<file path="config.mk">
export PLATFORM = sky130hd
export DESIGN_NAME = vga_sync_core
export DESIGN_NICKNAME = d
export VERILOG_FILES = /design/src/rtl/vga_pkg.sv /design/src/rtl/vga_delay_line.sv /design/src/rtl/vga_sync_core.sv
export SDC_FILE = /design/constraint.sdc
export NUM_CORES = 1
export LEC_CHECK = 0
export ABC_AREA = 1
export CORE_UTILIZATION = 55
export CTS_BUF_LIST = sky130_fd_sc_hd__clkbuf_4
export CTS_CLUSTER_SIZE = 8
export DETAILED_ROUTE_END_ITERATION = 8
export PLACE_DENSITY_LB_ADDON = 0.3
export SKIP_LAST_GASP = 1
export SYNTH_ARGS = -nofsm -noshare
export SYNTH_HDL_FRONTEND = slang
export SYNTH_SLANG_ARGS = --single-unit
</file>
<file path="constraint.sdc">
create_clock -name clk -period 2.2 [get_ports clk]
set_input_delay 0.66 -clock clk [delete_from_list [all_inputs] [get_ports clk]]
set_output_delay 0.66 -clock clk [all_outputs]
set_load 0.1 [all_outputs]
</file>
<file path="src/rtl/vga_pkg.sv">
// Shared VGA timing constants, sync-window bounds, delay-line flag layout and
// the colour-bar table used when VGA_TEST_PATTERN_EN is defined.
package vga_pkg;

  localparam int unsigned VGA_H_ACTIVE = 640;
  localparam int unsigned VGA_H_FP     = 16;
  localparam int unsigned VGA_H_SYNC   = 96;
  localparam int unsigned VGA_H_BP     = 48;
  localparam int unsigned VGA_H_TOTAL  = VGA_H_ACTIVE + VGA_H_FP + VGA_H_SYNC + VGA_H_BP;

  localparam int unsigned VGA_V_ACTIVE = 480;
  localparam int unsigned VGA_V_FP     = 10;
  localparam int unsigned VGA_V_SYNC   = 2;
  localparam int unsigned VGA_V_BP     = 33;
  localparam int unsigned VGA_V_TOTAL  = VGA_V_ACTIVE + VGA_V_FP + VGA_V_SYNC + VGA_V_BP;

  // Sync windows are [START, END): END is the first counter value back high.
  localparam int unsigned VGA_HS_START = VGA_H_ACTIVE + VGA_H_FP;
  localparam int unsigned VGA_HS_END   = VGA_HS_START + VGA_H_SYNC;
  localparam int unsigned VGA_VS_START = VGA_V_ACTIVE + VGA_V_FP;
  localparam int unsigned VGA_VS_END   = VGA_VS_START + VGA_V_SYNC;

  typedef struct packed {
    logic active;
    logic hs;
    logic vs;
  } vga_flags_t;

  localparam vga_flags_t VGA_FLAGS_IDLE = '{active: 1'b0, hs: 1'b1, vs: 1'b1};

  function automatic logic [7:0] vga_tp_colour(input logic [2:0] bar);
    logic [7:0] c;
    case (bar)
      3'd0:    c = 8'hFF;
      3'd1:    c = 8'hFC;
      3'd2:    c = 8'h1F;
      3'd3:    c = 8'h1C;
      3'd4:    c = 8'hE3;
      3'd5:    c = 8'hE0;
      3'd6:    c = 8'h03;
      default: c = 8'h00;
    endcase
    return c;
  endfunction

  // Bar number = how many bar boundaries the column has passed (saturates at 7).
  function automatic logic [2:0] vga_bar_index(input logic [9:0] col, input int unsigned bar_w);
    logic [2:0] idx;
    idx = 3'd0;
    for (int unsigned k = 1; k < 8; k++) begin
      if (32'(col) >= k * bar_w) idx = 3'(k);
    end
    return idx;
  endfunction

endpackage

</file>
<file path="src/rtl/vga_delay_line.sv">
// Enabled shift register of DEPTH stages; reset loads every stage with RESET_VAL.
module vga_delay_line #(
  parameter int unsigned     WIDTH     = 1,
  parameter int unsigned     DEPTH     = 1,
  parameter logic [WIDTH-1:0] RESET_VAL = '0
) (
  input  logic             clk,
  input  logic             reset,
  input  logic             en,
  input  logic [WIDTH-1:0] d,
  output logic [WIDTH-1:0] q
);

  logic [WIDTH-1:0] r_stage [DEPTH];

  always_ff @(posedge clk) begin
    if (reset) begin
      for (int i = 0; i < DEPTH; i++) r_stage[i] <= RESET_VAL;
    end else if (en) begin
      r_stage[0] <= d;
      for (int i = 1; i < DEPTH; i++) r_stage[i] <= r_stage[i-1];
    end
  end

  assign q = r_stage[DEPTH-1];

endmodule

</file>
<file path="src/rtl/vga_sync_core.sv">
// VGA pixel counters, pixel addresses and latency-matched sync/blank/colour output.
// Optional macro VGA_TEST_PATTERN_EN replaces colour_in with eight colour bars.
module vga_sync_core
  import vga_pkg::*;
#(
  parameter int unsigned H_ACTIVE = VGA_H_ACTIVE,
  parameter int unsigned H_FP     = VGA_H_FP,
  parameter int unsigned H_SYNC   = VGA_H_SYNC,
  parameter int unsigned H_BP     = VGA_H_BP,
  parameter int unsigned V_ACTIVE = VGA_V_ACTIVE,
  parameter int unsigned V_FP     = VGA_V_FP,
  parameter int unsigned V_SYNC   = VGA_V_SYNC,
  parameter int unsigned V_BP     = VGA_V_BP,
  parameter int unsigned PIPE_LAT = 2
) (
  input  logic       clk,
  input  logic       reset,
  input  logic       pix_en,
  input  logic [7:0] colour_in,
  output logic [7:0] colour_out,
  output logic       hs,
  output logic       vs,
  output logic [9:0] addr_h,
  output logic [8:0] addr_v,
  output logic       video_on,
  output logic       refresh
);

  localparam logic [9:0] L_H_ACT  = 10'(H_ACTIVE);
  localparam logic [9:0] L_H_LAST = 10'(H_ACTIVE + H_FP + H_SYNC + H_BP - 1);
  localparam logic [9:0] L_HS_BEG = 10'(H_ACTIVE + H_FP);
  localparam logic [9:0] L_HS_END = 10'(H_ACTIVE + H_FP + H_SYNC);
  localparam logic [9:0] L_V_ACT  = 10'(V_ACTIVE);
  localparam logic [9:0] L_V_LAST = 10'(V_ACTIVE + V_FP + V_SYNC + V_BP - 1);
  localparam logic [9:0] L_VS_BEG = 10'(V_ACTIVE + V_FP);
  localparam logic [9:0] L_VS_END = 10'(V_ACTIVE + V_FP + V_SYNC);

  logic [9:0] r_h_cnt, r_v_cnt;
  logic [7:0] r_colour;
  logic       r_hs, r_vs, r_video_on, r_refresh;
  logic [9:0] r_addr_h;
  logic [8:0] r_addr_v;

  logic       w_h_wrap;
  logic [9:0] w_h_nxt, w_v_nxt;
  logic       w_act_nxt;
  vga_flags_t w_raw, w_tail;
  logic [7:0] w_pix;

  assign w_h_wrap  = (r_h_cnt == L_H_LAST);
  assign w_h_nxt   = w_h_wrap ? 10'd0 : r_h_cnt + 10'd1;
  assign w_v_nxt   = !w_h_wrap ? r_v_cnt :
                     (r_v_cnt == L_V_LAST) ? 10'd0 : r_v_cnt + 10'd1;
  assign w_act_nxt = (w_h_nxt < L_H_ACT) && (w_v_nxt < L_V_ACT);

  assign w_raw.active = (r_h_cnt < L_H_ACT) && (r_v_cnt < L_V_ACT);
  assign w_raw.hs     = !((r_h_cnt >= L_HS_BEG) && (r_h_cnt < L_HS_END));
  assign w_raw.vs     = !((r_v_cnt >= L_VS_BEG) && (r_v_cnt < L_VS_END));

  // Flags from the counters enter here and meet colour_in at the tail, one
  // output register before the port: total lag PIPE_LAT+1 ticks.
  vga_delay_line #(
    .WIDTH    (3),
    .DEPTH    (PIPE_LAT),
    .RESET_VAL(VGA_FLAGS_IDLE)
  ) u_flag_dly (
    .clk  (clk),
    .reset(reset),
    .en   (pix_en),
    .d    (w_raw),
    .q    (w_tail)
  );

`ifdef VGA_TEST_PATTERN_EN
  localparam int unsigned BAR_W = H_ACTIVE / 8;
  logic [2:0] w_bar, w_bar_tail;
  logic       w_unused_colour;

  assign w_bar = vga_bar_index(r_h_cnt, BAR_W);

  vga_delay_line #(
    .WIDTH    (3),
    .DEPTH    (PIPE_LAT),
    .RESET_VAL(3'd0)
  ) u_bar_dly (
    .clk  (clk),
    .reset(reset),
    .en   (pix_en),
    .d    (w_bar),
    .q    (w_bar_tail)
  );

  assign w_pix           = vga_tp_colour(w_bar_tail);
  assign w_unused_colour = ^colour_in;
`else
  assign w_pix = colour_in;
`endif

  always_ff @(posedge clk) begin
    if (reset) begin
      r_h_cnt    <= 10'd0;
      r_v_cnt    <= 10'd0;
      r_addr_h   <= 10'd0;
      r_addr_v   <= 9'd0;
      r_video_on <= 1'b0;
      r_colour   <= 8'h00;
      r_hs       <= 1'b1;
      r_vs       <= 1'b1;
      r_refresh  <= 1'b0;
    end else begin
      r_refresh <= 1'b0;
      if (pix_en) begin
        r_h_cnt    <= w_h_nxt;
        r_v_cnt    <= w_v_nxt;
        r_addr_h   <= w_act_nxt ? w_h_nxt : 10'd0;
        r_addr_v   <= w_act_nxt ? 9'(w_v_nxt) : 9'd0;
        r_video_on <= w_act_nxt;
        r_colour   <= w_tail.active ? w_pix : 8'h00;
        r_hs       <= w_tail.hs;
        r_vs       <= w_tail.vs;
        r_refresh  <= w_h_wrap && (r_v_cnt == L_V_ACT - 10'd1);
      end
    end
  end

  assign colour_out = r_colour;
  assign hs         = r_hs;
  assign vs         = r_vs;
  assign addr_h     = r_addr_h;
  assign addr_v     = r_addr_v;
  assign video_on   = r_video_on;
  assign refresh    = r_refresh;

endmodule

</file>
==> metrics.log, run 1 <==
INFO  metric placement_rows = 24
INFO  metric die_span_in_y = 71 um
INFO  metric sequentialPowerShare = 58.3%
INFO  metric syn2layout_area_growth = 21.1%
INFO  metric worst_slack = 0.147 ns
INFO  metric achievable-frequency = 487 MHz
INFO  metric via_count = 2342
INFO  metric gr-usage-met3 = 4.42%
INFO  metric grt_max_degree = 26
INFO  metric clk_root_buffer_cell = clkbuf_4
INFO  metric power.switching_fraction = 26.3%
INFO  metric power_switching = 0.484 mW
INFO  metric drt_first_iter_violations = 209
INFO  metric final.period_utilization = 93.3%
INFO  metric clkSinkCount = 57
INFO  metric postCtsHoldBufs = 0
INFO  metric clock_path_buffers = 2
INFO  metric violations = DRC
INFO  metric core-area = 4470 sq um
INFO  metric synth-seq-area-share = 45.9%
INFO  metric gr-total-overflow = 0
INFO  metric cts_inserted_buffers = 9
INFO  metric synthCells = 330
INFO  metric initial_core_util = 58.5%
INFO  metric place.port_buffers = 41
INFO  metric yosys-top-cells-area = dfxtp_1 39%, nand2_1 14%, edfxtp_1 6.9%
INFO  metric grt_usage = 24.6%
INFO  metric antenna_found_initial = 0
INFO  metric most-common-layout-cells = 99 x nand2_1, 51 x dfxtp_1, 42 x buf_4
INFO  metric timing.final.setup_violations = 0
INFO  metric routabilityCongestion = 0.970
INFO  metric clock_latency_reported_for_the_late_side_of_the_worst_skew_pair = 0.39 ns
INFO  metric drcViolationCount = 4
INFO  metric route.detailed.vias_per_inst = 5.33
INFO  metric post_route_cells_drive_above_1_share = 23.3%
INFO  metric globalRouteMet2Util = 35.8%
INFO  metric worst-setup-path-type = flip-flop to flip-flop
INFO  metric synth_nets = 345
INFO  metric post_cts_resized = 0
INFO  metric dp_worst_setup_slack = -0.00324 ns
INFO  metric netlist_area = 2620 sq um
INFO  metric tritoncts = yes
INFO  metric grt_use_met1 = 35.1%
INFO  metric startpoint_type = flip-flop
INFO  metric worst_hold_startpoint = addr_h[2]
INFO  metric avg_wl_per_cell = 12.8 um
INFO  metric nFillCells = 360
INFO  metric design.final.nets = 397
INFO  metric detail_route.first_pass.iterations = 7
INFO  metric synth.avg_cell_area = 7.94 sq um
INFO  metric run_status = finished, violations left
INFO  metric synthDominantCellAreaShare = 39.0%
INFO  metric endpoint_kind = flip-flop
INFO  metric fp.dieArea = 5040 sq um
INFO  metric p_per_area = 581 nW/um^2
INFO  metric synth_seq_cells = 57
INFO  metric ys_warn_count = 0
INFO  metric timing_worst_slew_pin_value = 0.299 ns
INFO  metric power.static_leakage = 1.33 nW
INFO  metric cts.clk_slew.worst_paths = 0.09 ns
INFO  metric final_routed_wirelength = 5.60 mm
INFO  metric post-synth-top-area-cell = dfxtp_1
INFO  metric timing.max_cap.violations = 0
INFO  metric setup_total_negative_slack = 0 ns
INFO  metric drv_slew = 0
INFO  metric worst_ep_arrival_time = 2.34 ns
INFO  metric hold_violations = 0
INFO  metric via_count_of_the_first_global_routing_pass = 2080
INFO  metric required_time_of_the_worst_setup_path = 2.49 ns
INFO  metric reg2reg_from = r_h_cnt[0]
INFO  metric n_antenna_cell = 0
INFO  metric internal_power = 1.36 mW
INFO  metric area_of_the_multi_input_gates = 1230 sq um
INFO  metric ys_types = 36
INFO  metric io_pins = 42
INFO  metric clock_skew = 0.00968 ns
INFO  metric busiest_layer = met2
INFO  metric cts_max_level = 3
INFO  metric clkPwrFrac = 32.6%
INFO  metric combinationalPowerShare = 9.0%
INFO  metric most_common_library_cell_in_the_layout_ignoring_fill_and_taps = nand2_1
INFO  metric rsz_0062_raised_after_global_routing = false
INFO  metric sequential_cell_area = 1200 sq um
INFO  metric grt_pass1_wl = 9.60 mm
INFO  metric slew_headroom = 79.9%
INFO  metric largest_fanout_of_any_net_on_the_critical_path = 20
INFO  metric dpl.hpwl = 3.95 mm
INFO  metric fp.dieW = 71 um
INFO  metric crit_start = r_h_cnt[0]
INFO  metric period_minus_slack = 2.05 ns
INFO  metric max-vdd-ir-drop = 0.514 mV
INFO  metric postCtsSetupRepairBufs = 0
INFO  metric holdCritPathClass = flip-flop to flip-flop
INFO  metric drtAntennaViolNets = 0
==> critical path, cell delays in order, from the launching register on <==
cell and delay [ns]:
dfxtp_1 0.43, ha_2 0.26, nand4_2 0.17, nor2_4 0.27, nand3_1 0.13, nand2_2 0.13, nand2_1 0.07, nor2_2 0.15
nor2_4 0.05, buf_12 0.15, nand3_2 0.06, nand2_1 0.05
==> flip-flops by register name, summed over array words and instances, names as in the netlist <==
name                flops
video_on                1
addr_v                  9
colour_out              8
u_flag_dly.r_stage      6
refresh                 1
hs                      1
r_h_cnt                10
r_v_cnt                10
addr_h                 10
vs                      1
==> cells by family after synthesis <==
logic type                 share of synthesized area (%)
and+or+nand+nor                                     32.3
adders and majority gates                           1.91
DFF                                                 45.9
buffers and inverters                               7.45
AOI/OAI and AO/OA                                   11.8
xor gates and xnor gates                           0.669
==> final cells by class <==
type,count,area share [%]
tap,52,2.05
multi-input combinational,225,38.8
inverter,36,4.26
timing repair buffer,53,13.7
clock inverter,5,0.710
clock buffer,11,2.60
sequential,57,37.9
==> per-layer routing <==
metal  wire, um  part of all wire [%]  vias up
met5          0                     0        -
met4         96                   1.7        0
met3        396                   7.1        8
met2       2340                    42       91
met1       2770                    49     1040
li1           -                     -     1203
==> power by group through the flow <==
stage	combinational, mW	sequential (mW)	clock [mW]
6_report	0.166	1.07	0.601
5_1_grt	0.178	1.08	0.653
4_1_cts	0.167	1.07	0.623
3_5_place_dp	0.167	1.10	0
3_3_place_gp	0.165	1.10	0
2_1_floorplan	0.0490	1.16	0
==> through the flow <==
stage | util [%] | std cells | total power [mW] | hold slack, ns | cell area [sq um]
floorplan | - | 330 | 1.21 | 0.442 | 2620
global placement | 68.5 | 423 | 1.26 | 0.440 | 3060
detailed placement | 68.5 | 423 | 1.26 | 0.442 | 3060
CTS | 70.8 | 439 | 1.86 | 0.460 | 3170
global route | 70.9 | 439 | 1.91 | 0.479 | 3170
finish | 70.9 | 439 | 1.84 | 0.454 | 3170
==> cell usage after synthesis, drive strengths merged <==
cell / number
o22ai: 11
edfxtp: 6
nand3: 25
clkbuf: 9
nor3b: 2
a21oi: 3
dfxtp: 51
o211ai: 1
o21bai: 5
nand4: 6
buf: 3
o21ai: 13
xnor2: 1
ha: 4
and3: 1
nor2: 27
xor2: 1
o22a: 2
inv: 36
nor3: 6
nand2: 103
a32o: 8
nor4: 2
o2111ai: 1
or2: 3
==> worst paths after layout <==
| kind | to | slack [ns] | cells past startpoint |
|---|---|---|---|
| setup / recovery | addr_v[6] | 0.15 | 11 |
| hold reg to reg | addr_h[2] | 0.45 | 2 |
| setup reg to reg | addr_v[6] | 0.15 | 11 |
| hold / removal | addr_h[2] | 0.45 | 2 |
No activity file was read; power rests on OpenSTA's default activity.
==> run 2, diff against run 1 <==
- CTS_CLUSTER_SIZE: 8 -> 12
- PLACE_DENSITY: unset -> 0.79
- PLACE_DENSITY_LB_ADDON: 0.3 -> unset
==> run 2 against run 1 <==
Against the previous run:
- the run still ends with DRC left
- count of clock-buffer cells in the layout fell by 1
- register-to-register slack gained 0.04 ns
- sequential share of layout area decreased by 0.17 points
- setup slack better by 0.038 ns
- sequential cell count unchanged
- power is 5.3% higher
- clock skew about the same
- die area is the same
- clock power rose by 16%
- worst hold slack gained 0.0026 ns
- critical path type unchanged
- highest routed layer unchanged
==> metrics.log, run 2 (same netlist as run 1, synthesis figures left out) <==
INFO  metric io_pins = 42 (unchanged)
INFO  metric detail_route.first_pass.iterations = 6 (-1)
INFO  metric p_per_area = 608 nW/um^2 (+4.7%)
INFO  metric drcViolationCount = 4 (unchanged)
INFO  metric worst-setup-path-type = flip-flop to flip-flop
INFO  metric worst_ep_arrival_time = 2.31 ns (-0.03 ns)
INFO  metric crit_path_max_incr_delay = 0.38 ns (-0.05 ns)
INFO  metric final.period_utilization = 91.6% (-1.7 points)
INFO  metric timing.max_cap.violations = 0 (unchanged)
INFO  metric holdCritPathClass = flip-flop to flip-flop
INFO  metric reg2reg_to = addr_h[1]
INFO  metric dp_worst_setup_slack = 0.0446 ns (+0.0478 ns)
INFO  metric most-common-layout-cells = 99 x nand2_1, 50 x dfxtp_1, 41 x buf_4
INFO  metric endpoint_kind = flip-flop
INFO  metric cts_max_level = 3 (unchanged)
INFO  metric antenna_found_initial = 0 (unchanged)
INFO  metric die_span_in_y = 71 um (unchanged)
INFO  metric reg2reg_from = r_h_cnt[0]
INFO  metric slew_headroom = 79.6% (-0.36 points)
INFO  metric power.static_leakage = 1.33 nW (+0.14%)
INFO  metric clk_root_buffer_cell = clkbuf_4
INFO  metric place.port_buffers = 41 (unchanged)
INFO  metric gr-total-overflow = 0 (unchanged)
INFO  metric via_count_of_the_first_global_routing_pass = 2138 (+2.8%)
INFO  metric fp.dieArea = 5040 sq um (unchanged)
INFO  metric period_minus_slack = 2.01 ns (-0.0378 ns)
INFO  metric drt_first_iter_violations = 204 (-2.4%)
INFO  metric place_inst = 422 (-0.24%)
INFO  metric drv_slew = 0 (unchanged)
INFO  metric design.final.nets = 396 (-0.25%)
INFO  metric dpl.hpwl = 4.09 mm (+3.4%)
INFO  metric timing.final.setup_violations = 0 (unchanged)
INFO  metric grt_max_degree = 28 (+7.7%)
INFO  metric max-vdd-ir-drop = 0.402 mV (-22%)
INFO  metric route.detailed.vias_per_inst = 5.38 (+0.78%)
INFO  metric post_route_cells_drive_above_1_share = 22.3% (-0.98 points)
INFO  metric required_time_of_the_worst_setup_path = 2.49 ns (about the same)
INFO  metric hold_slack = 0.457 ns (+0.00262 ns)
INFO  metric hold_path_depth = 2 (unchanged)
INFO  metric worst_slack = 0.185 ns (+0.0378 ns)
INFO  metric cp_num_cells = 11 (unchanged)
INFO  metric initial_core_util = 58.5% (unchanged)
INFO  metric critPathMostFrequentCell = nand2_1
INFO  metric syn2layout_area_growth = 21.8%
INFO  metric layoutNonFillerInstCount = 438 (-0.23%)
INFO  metric fp.dieW = 71 um (unchanged)
INFO  metric via_count = 2355 (+0.56%)
INFO  metric grt_pass1_wl = 9.80 mm (+2.0%)
INFO  metric grt_usage = 25.4% (+0.78 points)
INFO  metric cts.clk_slew.worst_paths = 0.08 ns (about the same)
INFO  metric worst_hold_startpoint = addr_h[2]
INFO  metric clock_latency_reported_for_the_late_side_of_the_worst_skew_pair = 0.40 ns (about the same)
INFO  metric clock_skew = 0.00980 ns (+0.000119 ns)
INFO  metric placement_rows = 24 (unchanged)
INFO  metric routabilityCongestion = 0.890 (-8.2%)
INFO  metric achievable-frequency = 496 MHz (+1.9%)
INFO  metric hold_violations = 0 (unchanged)
INFO  metric run_status = finished, violations left
INFO  metric utilization = 71.3% (+0.39 points)
INFO  metric drtAntennaViolNets = 0 (unchanged)
INFO  metric nFillCells = 388 (+7.8%)
INFO  metric postCtsSetupRepairBufs = 0 (unchanged)
INFO  metric core-area = 4470 sq um (unchanged)
INFO  metric hold-path-endpoint = addr_h[2]
INFO  metric critPathTopFamily = simple AND/OR/NAND/NOR gates
INFO  metric tritoncts = yes
INFO  metric clock_path_buffers = 2 (unchanged)
INFO  metric ff2ff_path_depth = 11 (unchanged)
INFO  metric startpoint_type = flip-flop
INFO  metric largest_fanout_of_any_net_on_the_critical_path = 20 (unchanged)
INFO  metric avg_wl_per_cell = 13.2 um (+3.5%)
INFO  metric most_common_library_cell_in_the_layout_ignoring_fill_and_taps = nand2_1
INFO  metric cts_inserted_buffers = 9 (unchanged)
INFO  metric timing_worst_slew_pin_value = 0.306 ns (+0.00672 ns)
INFO  metric crit_path_cell_trace = ha_1, nand3_2, inv_2, nand4_4, o21ai_4, nand2_1, nor2_2, nor2_4, buf_12, nand3_1, nand2_1
INFO  metric rrSetupSlack = 0.19 ns (+0.04 ns)
INFO  metric violations = DRC
INFO  metric final_routed_wirelength = 5.78 mm (+3.3%)
INFO  metric worst_path_max_delay_cell = dfxtp_2
INFO  metric worstPathBufferInverterCount = 2 (+1)
INFO  metric n_antenna_cell = 0 (unchanged)
INFO  metric rsz_0062_raised_after_global_routing = false
INFO  metric setup_total_negative_slack = 0 ns (unchanged)
INFO  metric clkSinkCount = 57 (unchanged)
run 2: cell types whose count changed in the layout (fill, tap and decap cells not counted):
cell / before / now
buf_4: 42 / 41
ha_2: 1 / 0
bufinv_16: 0 / 1
o21ai_2: 2 / 1
o21ai_4: 0 / 1
ha_1: 3 / 4
dfxtp_1: 51 / 50
dfxtp_2: 0 / 1
clkinv_1: 2 / 5
clkinv_2: 3 / 0
clkbuf_4: 11 / 10
run 2: timing repair:
action	4_1_cts	5_1_grt
endpoints found under the setup margin	0	20
hold endpoints to repair	0	0
resized for setup	0	2
hold buffers	0	0
run 2: stage by stage:
step,power (mW),area (sq um)
6_report,1.94,3190
5_1_grt,2.02,3190
4_1_cts,1.96,3180
3_5_place_dp,1.26,3060
3_3_place_gp,1.26,3060
2_1_floorplan,1.21,2620
run 2: metal layers:
layer / routed length (um) / global-route usage (%) / part of all wire [%] / vias to the layer above
met4: 151 / 14.7 / 2.6 / 0
met1: 2740 / 34.4 / 47 / 1060
met5: 0 / 0 / 0 / -
met2: 2490 / 37.8 / 43 / 84
li1: - / - / - / 1196
met3: 401 / 5.13 / 6.9 / 15
run 2: how the worst max path moves through the flow:
stage	from	end	slack, ns
CTS	r_h_cnt[0]	addr_v[0]	0.09
detailed placement	pix_en	r_v_cnt[1]	0.04
global route	r_h_cnt[0]	addr_h[7]	0.02
global placement	pix_en	r_v_cnt[1]	0.12
finish	r_h_cnt[0]	addr_h[1]	0.19
floorplan	r_h_cnt[0]	addr_h[0]	0.45
run 2: where the power goes:
group	internal, mW	switching, mW	total (mW)	leakage, nW
sequential	1.06	0.0111	1.07	0.464
clock	0.341	0.358	0.699	0.0680
combinational	0.0495	0.116	0.166	0.800
run 2: tightest hold or removal path, delay by kind of cell, from the launching register on:
kind / cells / cell delay, ns
simple gates: 2 / 0.11
flops: 1 / 0.31
run 2: layout make-up:
type,count,area (sq um),area share (%)
multi-input combinational,225,1230,38.7
sequential,57,1200,37.7
timing repair buffer,52,428,13.4
inverter,36,135,4.24
clock buffer,10,75.1,2.35
tap,52,65.1,2.04
clock inverter,6,48.8,1.53
==> run 3, diff against run 2 <==
- CORE_ASPECT_RATIO: unset -> 1.25
- GPL_TIMING_DRIVEN: unset -> 0
==> run 3 against run 2 <==
Against the previous run:
- the run now ends clean
- via count grew 2.3%
- final cell count grew 2.1%
- sequential share of layout area shrank 1.2 points
- non-clock buffer count grew 3
- die area is essentially flat
- register-to-register slack lost 0.04 ns
- utilization grew 2.0 points
- critical path type unchanged
- critical endpoint is now addr_h[8]
- largest power group unchanged
- highest routed layer unchanged
==> metrics.log, run 3 (same netlist as run 1, synthesis figures left out) <==
INFO  metric worst_hold_startpoint = video_on
INFO  metric detail_route.first_pass.iterations = 4 (-2)
INFO  metric grt_max_degree = 16 (-43%)
INFO  metric run_status = finished clean
INFO  metric ff2ff_path_depth = 10 (-1)
INFO  metric max-vdd-ir-drop = 0.615 mV (+53%)
INFO  metric cts.clk_slew.worst_paths = 0.09 ns (about the same)
INFO  metric crit_path_max_incr_delay = 0.42 ns (+0.04 ns)
INFO  metric grt_usage = 26.6% (+1.2 points)
INFO  metric slew_headroom = 47.0% (-33 points)
INFO  metric worst_slack = 0.149 ns (-0.0363 ns)
INFO  metric clk_root_buffer_cell = clkbuf_4
INFO  metric reg2reg_from = r_h_cnt[0]
INFO  metric timing.final.setup_violations = 0 (unchanged)
INFO  metric drtAntennaViolNets = 0 (unchanged)
INFO  metric fp.dieW = 63.7 um (-10%)
INFO  metric via_count = 2410 (+2.3%)
INFO  metric worst_path_max_delay_cell = dfxtp_1
INFO  metric utilization = 73.3% (+2.0 points)
INFO  metric dpl.hpwl = 4.33 mm (+5.9%)
INFO  metric worst_ep_arrival_time = 2.39 ns (+0.08 ns)
INFO  metric placed_area = 3100 sq um (+1.5%)
INFO  metric hold_path_depth = 2 (unchanged)
INFO  metric clock_path_buffers = 2 (unchanged)
INFO  metric power.static_leakage = 1.27 nW (-4.4%)
INFO  metric routabilityCongestion = 0.840 (-5.6%)
INFO  metric required_time_of_the_worst_setup_path = 2.54 ns (+0.05 ns)
INFO  metric placement_rows = 27 (+13%)
INFO  metric hold_violations = 0 (unchanged)
INFO  metric grt_pass1_wl = 10.2 mm (+4.0%)
INFO  metric crit_path_cell_trace = ha_1, nand4_2, nor2_4, nand2_1, nand3_1, nand2_2, nor2_4, buf_6, nand3_2, nand2_1
INFO  metric largest_fanout_of_any_net_on_the_critical_path = 10 (-50%)
INFO  metric rrSetupSlack = 0.15 ns (-0.04 ns)
INFO  metric route.detailed.vias_per_inst = 5.39 (+0.28%)
INFO  metric place.port_buffers = 41 (unchanged)
INFO  metric post_route_cells_drive_above_1_share = 21.1% (-1.2 points)
INFO  metric area_of_the_multi_input_gates = 1230 sq um (-0.61%)
INFO  metric clock_skew = 0.0118 ns (+0.00202 ns)
INFO  metric startpoint_type = flip-flop
INFO  metric reg2reg_to = addr_h[8]
INFO  metric cts_max_level = 3 (unchanged)
INFO  metric clock_latency_reported_for_the_late_side_of_the_worst_skew_pair = 0.40 ns (about the same)
INFO  metric drcViolationCount = 0 (-4)
INFO  metric avg_wl_per_cell = 13.8 um (+4.5%)
INFO  metric fp.dieArea = 5040 sq um (about the same)
INFO  metric achievable-frequency = 488 MHz (-1.8%)
INFO  metric antenna_found_initial = 0 (unchanged)
INFO  metric die_span_in_y = 79.1 um (+11%)
INFO  metric io_pins = 42 (unchanged)
INFO  metric gr-total-overflow = 0 (unchanged)
INFO  metric syn2layout_area_growth = 25.7%
INFO  metric design.final.nets = 399 (+0.76%)
INFO  metric totalPowerFinal = 1.98 mW (+1.9%)
INFO  metric initial_core_util = 58.3% (-0.24 points)
INFO  metric final.period_utilization = 93.2% (+1.7 points)
INFO  metric tritoncts = yes
INFO  metric timing_worst_slew_pin_value = 0.796 ns (+0.489 ns)
INFO  metric worst-setup-path-type = flip-flop to flip-flop
INFO  metric period_minus_slack = 2.05 ns (+0.0363 ns)
INFO  metric timing.max_cap.violations = 0 (unchanged)
INFO  metric n_antenna_cell = 0 (unchanged)
INFO  metric via_count_of_the_first_global_routing_pass = 2288 (+7.0%)
INFO  metric most_common_library_cell_in_the_layout_ignoring_fill_and_taps = nand2_1
INFO  metric clkSinkCount = 57 (unchanged)
INFO  metric dp_worst_setup_slack = -0.355 ns (-0.399 ns)
INFO  metric cts_inserted_buffers = 9 (unchanged)
INFO  metric rsz_0062_raised_after_global_routing = false
INFO  metric endpoint_kind = flip-flop
INFO  metric sequential_cell_area = 1200 sq um (-0.10%)
INFO  metric holdCritPathClass = flip-flop to flip-flop
INFO  metric nFillCells = 378 (-2.6%)
INFO  metric finalInstanceArea = 3290 sq um (+3.2%)
INFO  metric final_routed_wirelength = 6.17 mm (+6.7%)
INFO  metric most-common-layout-cells = 99 x nand2_1, 51 x dfxtp_1, 33 x inv_1
INFO  metric p_per_area = 600 nW/um^2 (-1.2%)
INFO  metric drv_slew = 0 (unchanged)
INFO  metric drt_first_iter_violations = 119 (-42%)
INFO  metric hold-path-endpoint = video_on
INFO  metric core-area = 4490 sq um (+0.42%)
==> run 3: worst max-delay path, delay by kind of cell (launching register included) <==
family,cells,cell delay (ns)
buf+inv,1,0.16
fa+ha+maj,1,0.27
flops,1,0.42
simple gates,8,1.15
==> run 3: what timing repair did <==
item	in CTS	in global routing
gates cloned	0	0
hold endpoints to repair	0	0
setup buffers	0	2
setup endpoints to repair	31	14
gates resized for setup	93	4
hold buffers	0	0
pin swaps	0	1
==> run 3: report_power, final <==
group / total, mW / switching, mW / internal, mW
sequential: 1.07 / 0.00865 / 1.06
combinational: 0.167 / 0.124 / 0.0436
clock: 0.738 / 0.376 / 0.362
total: 1.98 / 0.508 / 1.47
==> run 3: worst max-delay path by stage <==
stage                          start                        to  slack [ns]
after floorplan           r_h_cnt[0]                 addr_h[0]        0.45
after global placement        pix_en                r_v_cnt[0]       -0.35
after detailed placement      pix_en  u_flag_dly.r_stage[0][1]       -0.35
after CTS                     pix_en                r_v_cnt[0]        0.05
after global routing      r_h_cnt[0]                 addr_h[8]        0.01
final                     r_h_cnt[0]                 addr_h[8]        0.15
==> run 3: layer usage <==
layer  global-route usage [%]  vias up  share of wire, %
met5                        0        -                 0
met4                     16.4        0               3.4
met3                     6.47       25               6.4
met1                     29.3     1104                42
met2                     45.6       84                49
li1                         -     1197                 -
==> run 3: per-stage QoR <==
stage          hold slack [ns]  setup TNS, ns  std cells
6_report                 0.454              0        447
5_1_grt                  0.467              0        447
4_1_cts                  0.457              0        445
3_5_place_dp             0.438          -5.22        429
3_3_place_gp             0.438          -4.64        429
2_1_floorplan            0.442              0        330
==> run 3: layout make-up <==
type                            count  area share [%]
Buffer                             12            1.86
Clock buffer                       11            2.51
Clock inverter                      5            1.44
Inverter                           36            4.10
Multi-Input combinational cell    225            37.3
Sequential cell                    57            36.5
Tap cell                           58            2.20
Timing Repair Buffer               43            14.1
